===== src/rtl/sync_edge_det_multi.sv =====
// Multi-channel synchroniser with optional glitch filter, per-channel edge-mode
// selection, one-cycle event pulses, sticky flags and saturating event counters.
module sync_edge_det_multi #(
    parameter int CH          = 4,
    parameter int SYNC_STAGES = 2,
    parameter int FILTER_LEN  = 0,
    parameter int CNT_W       = 8
) (
    input  logic                  clkb,
    input  logic                  rstnb,
    input  logic [CH-1:0]         din,
    input  logic [2*CH-1:0]       mode,
    input  logic [CH-1:0]         clr,
    output logic [CH-1:0]         level,
    output logic [CH-1:0]         pulse,
    output logic [CH-1:0]         sticky,
    output logic [CH*CNT_W-1:0]   cnt,
    output logic [CH-1:0]         ovf
);

    function automatic logic [CNT_W-1:0] sat_inc(input logic [CNT_W-1:0] v);
        return (&v) ? v : v + CNT_W'(1);
    endfunction

    function automatic logic edge_qual(input logic [1:0] m, input logic prev, input logic nxt);
        logic q;
        case (m)
            2'b01:   q = nxt & ~prev;
            2'b10:   q = ~nxt & prev;
            2'b11:   q = nxt ^ prev;
            default: q = 1'b0;
        endcase
        return q;
    endfunction

    genvar i;
    for (i = 0; i < CH; i++) begin : g_ch
        logic [SYNC_STAGES-1:0] sync_p0;
        logic                   s_last;
        logic                   level_nxt;
        logic                   evt;
        logic                   level_p1;
        logic                   pulse_p1;
        logic                   sticky_p1;
        logic [CNT_W-1:0]       cnt_p1;
        logic                   ovf_p1;

        assign s_last = sync_p0[SYNC_STAGES-1];

        // Filter stage: level only follows the synchronised input after it
        // has disagreed with level for FILTER_LEN consecutive edges.
        if (FILTER_LEN >= 2) begin : g_filt
            localparam int FW = $clog2(FILTER_LEN) + 1;
            localparam logic [FW-1:0] F_LAST = FW'(FILTER_LEN - 1);
            logic [FW-1:0] fcnt_p1;

            always_ff @(posedge clkb or negedge rstnb) begin
                if (!rstnb) begin
                    fcnt_p1 <= '0;
                end else if (s_last != level_p1) begin
                    fcnt_p1 <= (fcnt_p1 == F_LAST) ? '0 : fcnt_p1 + FW'(1);
                end else begin
                    fcnt_p1 <= '0;
                end
            end

            assign level_nxt = ((s_last != level_p1) && (fcnt_p1 == F_LAST)) ? ~level_p1 : level_p1;
        end else begin : g_nofilt
            assign level_nxt = s_last;
        end

        assign evt = edge_qual(mode[2*i +: 2], level_p1, level_nxt);

        // Output stage: level, pulse and accounting all update on the flip edge.
        always_ff @(posedge clkb or negedge rstnb) begin
            if (!rstnb) begin
                sync_p0   <= '0;
                level_p1  <= 1'b0;
                pulse_p1  <= 1'b0;
                sticky_p1 <= 1'b0;
                cnt_p1    <= '0;
                ovf_p1    <= 1'b0;
            end else begin
                sync_p0  <= {sync_p0[SYNC_STAGES-2:0], din[i]};
                level_p1 <= level_nxt;
                pulse_p1 <= evt;
                if (clr[i]) begin
                    // A coinciding event survives the clear as the first count.
                    sticky_p1 <= evt;
                    cnt_p1    <= evt ? CNT_W'(1) : '0;
                    ovf_p1    <= 1'b0;
                end else if (evt) begin
                    sticky_p1 <= 1'b1;
                    cnt_p1    <= sat_inc(cnt_p1);
                    if (&cnt_p1) begin
                        ovf_p1 <= 1'b1;
                    end
                end
            end
        end

        assign level[i]                = level_p1;
        assign pulse[i]                = pulse_p1;
        assign sticky[i]               = sticky_p1;
        assign cnt[i*CNT_W +: CNT_W]   = cnt_p1;
        assign ovf[i]                  = ovf_p1;
    end

endmodule

===== config.mk =====
export PLATFORM = sky130hd
export DESIGN_NAME = sync_edge_det_multi
export DESIGN_NICKNAME = d
export VERILOG_FILES = /design/src/rtl/sync_edge_det_multi.sv
export SDC_FILE = /design/constraint.sdc
export NUM_CORES = 1
export LEC_CHECK = 0
export ABC_AREA = 0
export CAP_MARGIN = 20
export CORE_ASPECT_RATIO = 0.9
export CORE_MARGIN = 8
export CORE_UTILIZATION = 65
export CTS_CLUSTER_SIZE = 28
export DETAILED_ROUTE_END_ITERATION = 8
export DONT_BUFFER_PORTS = 1
export GPL_ROUTABILITY_DRIVEN = 0
export HOLD_SLACK_MARGIN = 0.02
export PLACE_DENSITY = 0.79
export SYNTH_ARGS = -nofsm -noshare
export SYNTH_HDL_FRONTEND = slang
export SYNTH_SLANG_ARGS = --single-unit
export TNS_END_PERCENT = 10

===== constraint.sdc =====
create_clock -name clkb -period 3.05 [get_ports clkb]
set_input_delay 0.4575 -clock clkb [delete_from_list [all_inputs] [get_ports clkb]]
set_output_delay 0.4575 -clock clkb [all_outputs]
set_load 0.02 [all_outputs]

==> flow_metrics.tcl <==
set metrics [dict create \
    num_vias 1913 \
    clock_path_buffers 2 \
    drive_gt1_frac 0.0936 \
    ctsResizeCount 0 \
    cpMaxStageDelayCell "dfrtp_1" \
    worstSetupEndpointType "flop" \
    htreeDepth 2 \
    p_leak_nw 1.33 \
    die_w_um 85.6 \
    diodes 0 \
    post-route-min-period_ns 2.04 \
    layout_common_cells "dfrtp_1 (56), nor2_1 (32), nand2_1 (20), a21oi_1 (19), inv_1 (13)" \
    avgRoutedWirePerCell_um 16.7 \
    grt_max_degree 57 \
    start_util 0.686 \
    critPathRequiredTime_ns 3.25 \
    clock_sinks 56 \
    routed_wl_um 5260 \
    synthArstFlopShare 1.00 \
    syn_to_final_growth_pct 2.43 \
    num_rows 22 \
    numCtsBuffers 5 \
    synth_ff_type "dfrtp_1" \
    drtIter0Drc 62 \
    postSynthAreaPerCell_sq_um 10.2 \
    cap_violations 0 \
    final_cell_count_no_fill 315 \
    vdd_drop_max_mv 0.450 \
    synth_edf_count 0 \
    drc_errors 0 \
    power-per-cell-area_mw_per_mm2 499 \
    crit_path_max_incr_delay_ns 0.49 \
    cts-root-buf "clkbuf_8" \
    final.setup.worst_slack_ns 1.01 \
    slew-limit-headroom 0.710 \
    power_mw 1.45 \
    fin_crit_sh 0.669 \
    max_freq_mhz 490 \
    crit_path_cell_trace "ha_1, and2b_1, o21ai_2, nand2_1, nand4_1, mux2_2" \
    critical_path_class "reg -> reg" \
    slew_violations 0 \
    cts_setup_buffers 0 \
    final_common_cell "dfrtp_1" \
    tns_ns 0 \
    path_clk_slew_ns 0.10 \
    viasPerCell 6.07 \
    synthesis.area_sq_mm 0.00283 \
    cts_tree "done" \
    ys_seq_area_frac 0.495 \
    yosysWarnings 0 \
    hold_path_class "in -> reg" \
    dieArea_sq_mm 0.00673 \
    syn-num-nets 309 \
    io_pins 66 \
    clkLatencyLatePin_ns 0.31 \
    core_sq_mm 0.00413 \
    whs_ns 0.160 \
    holdBufCountCts 2 \
    ys_seq_elements 56 \
    hold_violations 0 \
    gr-usage-all-layers 0.167 \
    ant_nets 0 \
    grt_pass1_wl_um 9150 \
    cp_max_fo 11 \
    rsz0062_at_grt "no" \
    placed_cells 305 \
    worst_slew_pin_slew_ns 0.434 \
    clock_skew_ns 0.00363 \
    arrival_ns 2.24 \
    dp_hpwl_um 3810 \
    antenna_found_initial 0 \
    ys_types 47 \
    status "complete, no violations" \
    netlist_instances 279 \
    dp_slack_ns 1.00 \
    nNetsFinal 296 \
    port_buffers 0 \
    die_h_um 78.6 \
    cp-start-kind "flop" \
    drtPass1Iterations 4 \
    final-setup-viol-count 0 \
    grt_pass1_vias 1922 \
    grt-ovfl-total 0 \
]
through the flow:
stage               utilization  cell area (sq um)
floorplan                     -               2830
global placement          0.665               2750
detailed placement        0.665               2750
CTS                       0.703               2900
global route              0.703               2900
finish                    0.703               2900
worst max-delay path: cells and delay by family, from the launching register on:
family          cells  cell delay [ns]
compound gates      1             0.19
fa+ha+maj           1             0.31
flops               1             0.49
mux                 1             0.34
simple gates        3             0.61
state kept, by name, summed over array words and instances, names as in the netlist:
signal	flops
g_ch.cnt_p1	32
g_ch.sync_p0	8
g_ch.level_p1	4
g_ch.ovf_p1	4
g_ch.pulse_p1	4
g_ch.sticky_p1	4
cells in the mapped netlist (4+ instances only):
cell	number	area (sq um)
a211oi_1	5	37.5
a21oi_1	19	95.1
a311oi_1	5	43.8
a31oi_1	4	25.0
buf_4	17	128
dfrtp_1	56	1400
ha_1	12	150
inv_1	13	48.8
mux2_2	4	45.0
mux2i_1	6	60.1
nand2_1	20	75.1
nand2b_1	6	37.5
nand3_1	12	60.1
nand4_1	5	31.3
nor2_1	32	120
nor2b_1	9	56.3
nor3_1	4	20.0
o21ai_0	4	20.0
final timing paths:
| check | start | endpoint | slack (ns) | cells past startpoint |
|---|---|---|---|---|
| max in group asynchronous | rstnb | g_ch[3].cnt_p1[4]$_DFFE_PN0P_ | 2.15 | 2 |
| worst min-delay path | din[1] | g_ch[1].sync_p0[0]$_DFF_PN0_ | 0.16 | 0 |
| worst max register to register | g_ch[3].level_p1$_DFF_PN0_ | g_ch[3].cnt_p1[5]$_DFFE_PN0P_ | 1.01 | 6 |
| min in group asynchronous | rstnb | g_ch[2].cnt_p1[4]$_DFFE_PN0P_ | 0.69 | 2 |
| worst max-delay path | g_ch[3].level_p1$_DFF_PN0_ | g_ch[3].cnt_p1[5]$_DFFE_PN0P_ | 1.01 | 6 |
| worst min register to register | g_ch[3].sync_p0[0]$_DFF_PN0_ | g_ch[3].sync_p0[1]$_DFF_PN0_ | 0.36 | 0 |
logic make-up (layout without fill, tap and decap cells):
group	Yosys count	count (layout)	share of synthesized area
buf+inv	37	25	0.0724
simple gates	106	106	0.195
flops	56	56	0.495
xor+xnor	6	6	0.0186
fa+ha+maj	12	12	0.0530
mux	10	10	0.0371
compound gates	52	52	0.129
metal layers:
metal  vias up  part of all wire  global-route usage
li1        936                 -                   -
met1       905              0.43               0.201
met2        63              0.46               0.260
met3         9             0.099              0.0666
met4         0             0.017              0.0717
met5         -                 0                   0
power breakdown:
part	internal (mW)	switching [mW]	leakage [nW]
Combinational	0.0461	0.0645	0.537
Clock	0.247	0.243	0.0583
Sequential	0.775	0.0712	0.734
final cells by class:
cell class | count | area [sq um]
flip-flops and latches | 56 | 1400
fillers | 293 | 1230
multi-input cells | 186 | 1230
clock buffers | 5 | 68.8
well taps | 48 | 60.1
inverters | 14 | 52.6
clock inverters | 3 | 47.5
repair buffers | 3 | 45.0
Note: power is estimated with default switching activity, not from simulation.
==> patch: new RTL, same flow settings <==
Make the reset (`rstnb`) synchronous in 2 clocked blocks.
--- a/src/rtl/sync_edge_det_multi.sv
+++ b/src/rtl/sync_edge_det_multi.sv
@@ -55,5 +55,5 @@
             logic [FW-1:0] fcnt_p1;
 
-            always_ff @(posedge clkb or negedge rstnb) begin
+            always_ff @(posedge clkb) begin
                 if (!rstnb) begin
                     fcnt_p1 <= '0;
@@ -73,5 +73,5 @@
 
         // Output stage: level, pulse and accounting all update on the flip edge.
-        always_ff @(posedge clkb or negedge rstnb) begin
+        always_ff @(posedge clkb) begin
             if (!rstnb) begin
                 sync_p0   <= '0;
Formal check against the unedited RTL: differs if rstnb is asserted again (counterexample within 4 cycles, from zero or initial values and one cycle with rstnb low); with rstnb held inactive, the same outputs for 10 cycles.
==> patch against the unedited design <==
- area after synthesis fell by 4.7%
- clock skew rose by 0.0015 ns
- cell count increased by 11%
- wire length down 4.4%
- setup slack better by 0.17 ns
- final area shrank 7.0%
- sequential cell count unchanged
Power is not compared: it rests on default switching activity, and its combinational part moved more than twofold at a synthesized area within 25%.
==> patch: results (changes against the unedited design) <==
clock_cell_area_share: 0.0315  # -0.00856
yosys-top-cells-count: "dfxtp_1 (56), nand2_1 (28), a21oi_1 (26), inv_1 (19), nor2_1 (18)"
cp_max_fo: 7  # -4
synthArstFlopShare: 0  # -1.00
viasPerCell: 5.86  # -3.5%
status: "completed"
cp_slowest_stage_delay_ns: 0.57  # +0.08 ns
synth_nets: 346  # +12%
synthDistinctLibCells: 49  # +4.3%
gr-usage-all-layers: 0.153  # -0.0138
antennaDiodeCount: 1  # +1
ctsResizeCount: 0  # unchanged
antenna_found_initial: 1  # +1
ys.flop_type: "dfxtp_1"
cts_buffers: 5  # unchanged
critical_path.slowest_cell: "dfxtp_1"
grt_pass1_wl_mm: 8.53  # -6.8%
crit_end: "g_ch[0].cnt_p1[7]"
relSlewSlack: 0.695  # -0.0154
reg2reg_slack_ns: 1.18  # +0.17 ns
met2_length_mm: 2.20  # -8.5%
fin_nets: 331  # +12%
synth_compound_area_frac: 0.128  # -0.00102
signal_buffers: 1  # -2
timing.rr.end: "g_ch[0].cnt_p1[7]"
wl_mm: 5.03  # -4.4%
grt_max_degree: 28  # -51%
wl_met3_um: 397  # -24%
clkLatencyLatePin_ns: 0.29  # -0.02 ns
synth_xor_area_frac: 0.00974  # -0.00882
fillCellCount: 332  # +13%
multi_input_area_share: 0.500  # +0.0779
synthMuxAreaShare: 0.0227  # -0.0144
hpwl_mm: 3.83  # +0.60%
multi_input_cells: 218  # +17%
nClkBuffers: 7  # +2
synthAdderAreaFrac: 0.0556  # +0.00263
critPathLaunch: "g_ch[0].cnt_p1[3]"
r2r_cells: 5  # -1
whs_ns: 0.283  # +0.123 ns
path_delay_family: "simple AND/OR/NAND/NOR gates"
highest_layer: "met4"
hold-path-endpoint: "g_ch[1].sync_p0[0]"
finClkSkew_ns: 0.00512  # +0.00148 ns
drtIter0Drc: 86  # +39%
seq_area_um2: 1120  # -20%
met1_length_mm: 2.39  # +6.5%
nNonClkInverters: 19  # +5
drive_above_1_share: 0.0530  # -0.0407
period_needed_ns: 1.87  # -0.171 ns
synth.area.top_cells: "dfxtp_1 (42%), ha_1 (5.6%), a21oi_1 (4.8%)"
holdPathStages: 1  # +1
buf_share: 0.00278  # -0.0127
netSwitchingPower_mw: 0.273
max-vdd-ir-drop_mv: 0.415
clk_pin_slew_ns: 0.09
yosysSeqAreaShare: 0.415  # -0.0793
grt_pass1_vias: 1784  # -7.2%
## patch: cell types whose count changed in the layout (fill, tap and decap cells not counted), sizes merged, moves of 6 or more
| cell | unedited run | this run |
|---|---|---|
| dfrtp | 56 | 0 |
| nor2 | 33 | 18 |
| and2 | 1 | 16 |
| nand2b | 6 | 15 |
| a21oi | 20 | 26 |
| dfxtp | 0 | 56 |
| nand2 | 20 | 28 |
## patch: per-layer routing
layer	GRT usage	vias to the layer above
met4	0.0414	0
met2	0.237	60
met3	0.0644	4
met1	0.189	928
met5	0	-
li1	-	1064
## patch: through the flow
stage	instance area, um^2	total power [mW]	instances
after floorplan	2700	0.835	316
after global placement	2610	0.834	342
after detailed placement	2610	0.835	342
after CTS	2700	1.22	350
after global routing	2700	1.26	351
final	2700	1.20	351
## patch: logic make-up after synthesis
kind of cell	after synthesis
XOR/XNOR	3
AO/OA/AOI/OAI	56
flip-flops	56
multiplexers	6
adder cells (fa/ha/maj)	12
AND/OR/NAND/NOR	141
buffers and inverters	42
